[src/rtl/tsc_pkg.sv]
// Shared types for the token sequence checker: FSM states, symbol classes,
// result encodings and reject-cause codes.
package tsc_pkg;

  typedef enum logic [1:0] {ST_IDLE, ST_STAGE, ST_ACCEPT, ST_REJECT} state_t;

  typedef enum logic [2:0] {CLS_NONE, CLS_STAGE, CLS_END_A, CLS_END_B, CLS_ABORT} sym_cls_t;

  localparam logic [1:0] RES_NONE   = 2'b00;
  localparam logic [1:0] RES_END_A  = 2'b01;
  localparam logic [1:0] RES_END_B  = 2'b10;
  localparam logic [1:0] RES_REJECT = 2'b11;

  localparam logic [2:0] ERR_NONE    = 3'd0;
  localparam logic [2:0] ERR_ORDER   = 3'd1;
  localparam logic [2:0] ERR_TERM    = 3'd2;
  localparam logic [2:0] ERR_ABORT   = 3'd3;
  localparam logic [2:0] ERR_REPEAT  = 3'd4;
  localparam logic [2:0] ERR_TIMEOUT = 3'd5;

endpackage

[src/rtl/tsc_sym_decode.sv]
// Combinational symbol classifier: terminators win over stage codes, and among
// duplicated stage codes the lowest stage index wins.
module tsc_sym_decode
  import tsc_pkg::*;
#(
  parameter int                            SYM_W       = 7,
  parameter int                            NUM_STAGES  = 5,
  parameter logic [NUM_STAGES*SYM_W-1:0]   STAGE_CODES = {7'h0C, 7'h28, 7'h4F, 7'h6B, 7'h58},
  parameter logic [SYM_W-1:0]              END_A_CODE  = 7'h32,
  parameter logic [SYM_W-1:0]              END_B_CODE  = 7'h23,
  parameter logic [SYM_W-1:0]              ABORT_CODE  = 7'h16
) (
  input  logic [SYM_W-1:0] i_sym,
  output sym_cls_t         o_cls,
  output logic [3:0]       o_idx
);

  always_comb begin
    o_cls = CLS_NONE;
    o_idx = 4'd0;
    for (int i = NUM_STAGES - 1; i >= 0; i--) begin
      if (i_sym == STAGE_CODES[i*SYM_W +: SYM_W]) begin
        o_cls = CLS_STAGE;
        o_idx = 4'(i + 1);
      end
    end
    if (i_sym == ABORT_CODE) begin
      o_cls = CLS_ABORT;
      o_idx = 4'd0;
    end else if (i_sym == END_B_CODE) begin
      o_cls = CLS_END_B;
      o_idx = 4'd0;
    end else if (i_sym == END_A_CODE) begin
      o_cls = CLS_END_A;
      o_idx = 4'd0;
    end
  end

endmodule

[config.mk]
export PLATFORM = sky130hd
export DESIGN_NAME = tsc_sym_decode
export DESIGN_NICKNAME = d
export VERILOG_FILES = /design/src/rtl/tsc_pkg.sv /design/src/rtl/tsc_sym_decode.sv
export SDC_FILE = /design/constraint.sdc
export NUM_CORES = 1
export LEC_CHECK = 0
export CAP_MARGIN = 15
export CORE_AREA = 5 5 42 44
export DETAILED_ROUTE_END_ITERATION = 7
export DIE_AREA = 0 0 47 49
export GPL_TIMING_DRIVEN = 0
export PLACE_DENSITY = 0.35
export SETUP_SLACK_MARGIN = 0.4
export SYNTH_ARGS = -nofsm -noshare
export SYNTH_HDL_FRONTEND = slang
export SYNTH_SLANG_ARGS = --single-unit
export TNS_END_PERCENT = 10
[constraint.sdc]
create_clock -name vclk -period 2.05
set_input_delay 0.3075 -clock vclk [all_inputs]
set_output_delay 0.3075 -clock vclk [all_outputs]
set_load 0.01 [all_outputs]
==> impl_metrics.toml <==
[final_layout]
areaGrowthSynthToFinish_pct = 95.7
stdcell_count = 52
register_area_um2 = 0
diodes = 0
seq_cell_count = 0
final_layout_size_suffix_gt1_share_pct = 19.4
design_area_um2 = 340
fillers = 159
finalNetCount = 45
n_clock_buffer = 0

[yosys]
yosys_warnings = 0
synth_cells = 22
syn_area_um2 = 174
seq_area_frac_synth_pct = 0
synth.avg_cell_area_um2 = 7.91
synth_top_cell_by_area = "xor2_1"
synth_commonest_cells = "and3_1 (2), xor2_1 (2)"
synth.area.top_cells = "xor2_1 (10%), and3_1 (7.2%), and4bb_1 (7.2%), nor3b_2 (7.2%), and3_4 (6.5%)"
syn-num-nets = 29
synth.distinct_cells = 20
synth_top_area_share_pct = 10.1

[power]
p_leak_nw = 0.200
clkPwrFrac_pct = 0
finalPower_mw = 0.0404
switching_share_pct = 46.4
switchingPower_mw = 0.0188
p_comb_share_pct = 100.0
ir_drop_mv = 0.0452
internal_power_mw = 0.0217
powerDensity_nw_per_um2 = 119
seqPwrFrac_pct = 0

[global_route]
grt_pass1_wl_um = 903
grt_max_degree = 7
grt-ovfl-total = 0
first_global_vias = 214
track_usage_pct = 4.78
antenna_found_initial = 0

[cts]
hold_buffers = 0

[route]
ant_nets = 0
drtIter0Drc = 2
wl_per_cell_um = 10.3
drc_errors = 0
wl_um = 537
vias_per_cell = 4.02
via_count = 209
drt_first_pass_iters = 2

[timing]
setup_viol = 0
hold_viol = 0
drv_slew = 0
fin_crit_ns = 1.87
rsz0062_at_grt = "yes"
clock.fmax_mhz = 534
period_share_pct = 91.4
fin_tns_setup_ns = 0

[critical_path]
slowest_delay_ns = 0.30
crit_type = "input pin to primary output"
cp.required_ns = 1.74
worst-path-max-fanout = 5
cp_top_family = "buffers and inverters"
crit_chain = "dlygate4sd2_1 -> and4b_1 -> and3_4 -> a211o_1 -> dlygate4sd2_1"
critPathSlowestCell = "dlygate4sd2_1"
crit_path_end_kind = "primary output"
cp_common_cell = "dlygate4sd2_1"
start_kind = "input pin"
path_buf_inv = 2
critPathArrivalTime_ns = 1.57

[floorplan]
top_level_ports = 14
die_y_um = 49
row_count = 14
dieArea_um2 = 2300
initial_core_util_pct = 12.4
core_area_um2 = 1400
die_x_um = 47

[min_path]
hold_path.class = "input pin to primary output"

[placement]
gp_congestion = 0.726
placed_cells = 51
port_buffers = 13
dpl_cell_area_um2 = 324

[job]
max-cap-violations = 0

[status]
outcome = "complete, no violations"
## placed cells by master, fill, tap and decap left out, drive strengths merged
| cell type | netlist | final |
|---|---|---|
| dlygate4sd2 | 0 | 10 |
| and3 | 3 | 3 |
| buf | 1 | 2 |
| nor3b | 2 | 2 |
| and4b | 2 | 2 |
| xor2 | 2 | 2 |
| nor4bb | 1 | 1 |
| and2 | 1 | 1 |
| nor2 | 1 | 1 |
| a22oi | 1 | 1 |
| or2b | 1 | 1 |
| and4bb | 1 | 1 |
| nand2 | 1 | 1 |
| o21ai | 1 | 1 |
| a21o | 1 | 1 |
| and2b | 1 | 1 |
| a211o | 1 | 1 |
| conb | 1 | 1 |
| clkdlybuf4s15 | 0 | 1 |
| clkdlybuf4s50 | 0 | 1 |
| dlymetal6s2s | 0 | 1 |
## repair_timing
action / in CTS / in global routing
setup endpoints to repair: 6 / 6
resized for setup: 15 / 1
setup buffers: 1 / 0
pin swaps: 2 / 0
## worst paths after layout
path,from,end,slack [ns],depth (start not counted)
max,i_sym[0],o_cls[0],0.18,5
min,i_sym[1],o_idx[2],1.24,4
## worst min-delay path, delay by kind of cell
family,cells,cell delay [ns]
simple gates,2,0.20
buf+inv,2,0.42
## cells by family after synthesis
| logic type | after synthesis | share of synthesized area [%] |
|---|---|---|
| xor gates and xnor gates | 2 | 10.1 |
| and+or+nand+nor | 14 | 66.9 |
| buffers and inverters | 1 | 4.32 |
| AOI/OAI and AO/OA | 4 | 16.5 |
| other | 1 | 2.16 |
## metrics by stage
step                setup slack (ns)  utilization [%]  hold WS, ns
global route                   0.130             24.3         1.28
CTS                            0.170             24.1         1.33
floorplan                      0.766                -        0.754
global placement              -0.305             23.1         1.73
detailed placement            -0.278             23.1         1.72
finish                         0.176             24.3         1.24
## layer usage
metal	routed length [um]	GRT usage, %	share of wire [%]	vias up
met5	0	0	0	-
met4	0	0	0	0
met3	62	0.738	12	0
met2	166	6.11	31	13
met1	309	8.52	58	87
li1	-	-	-	109
## power groups by stage
stage,combinational [mW],clock [mW],sequential [mW]
after floorplan,0.0170,0,0
after global placement,0.0423,0,0
after detailed placement,0.0416,0,0
after CTS,0.0406,0,0
after global routing,0.0444,0,0
final,0.0404,0,0
## cell type report
class	instances	area [um2]	share of cell area (%)
Multi-Input combinational cell	21	185	54.4
Buffer	1	7.51	2.21
Timing Repair Buffer	14	128	37.5
Tap cell	16	20.0	5.88
No activity file was read; power rests on OpenSTA's default activity.
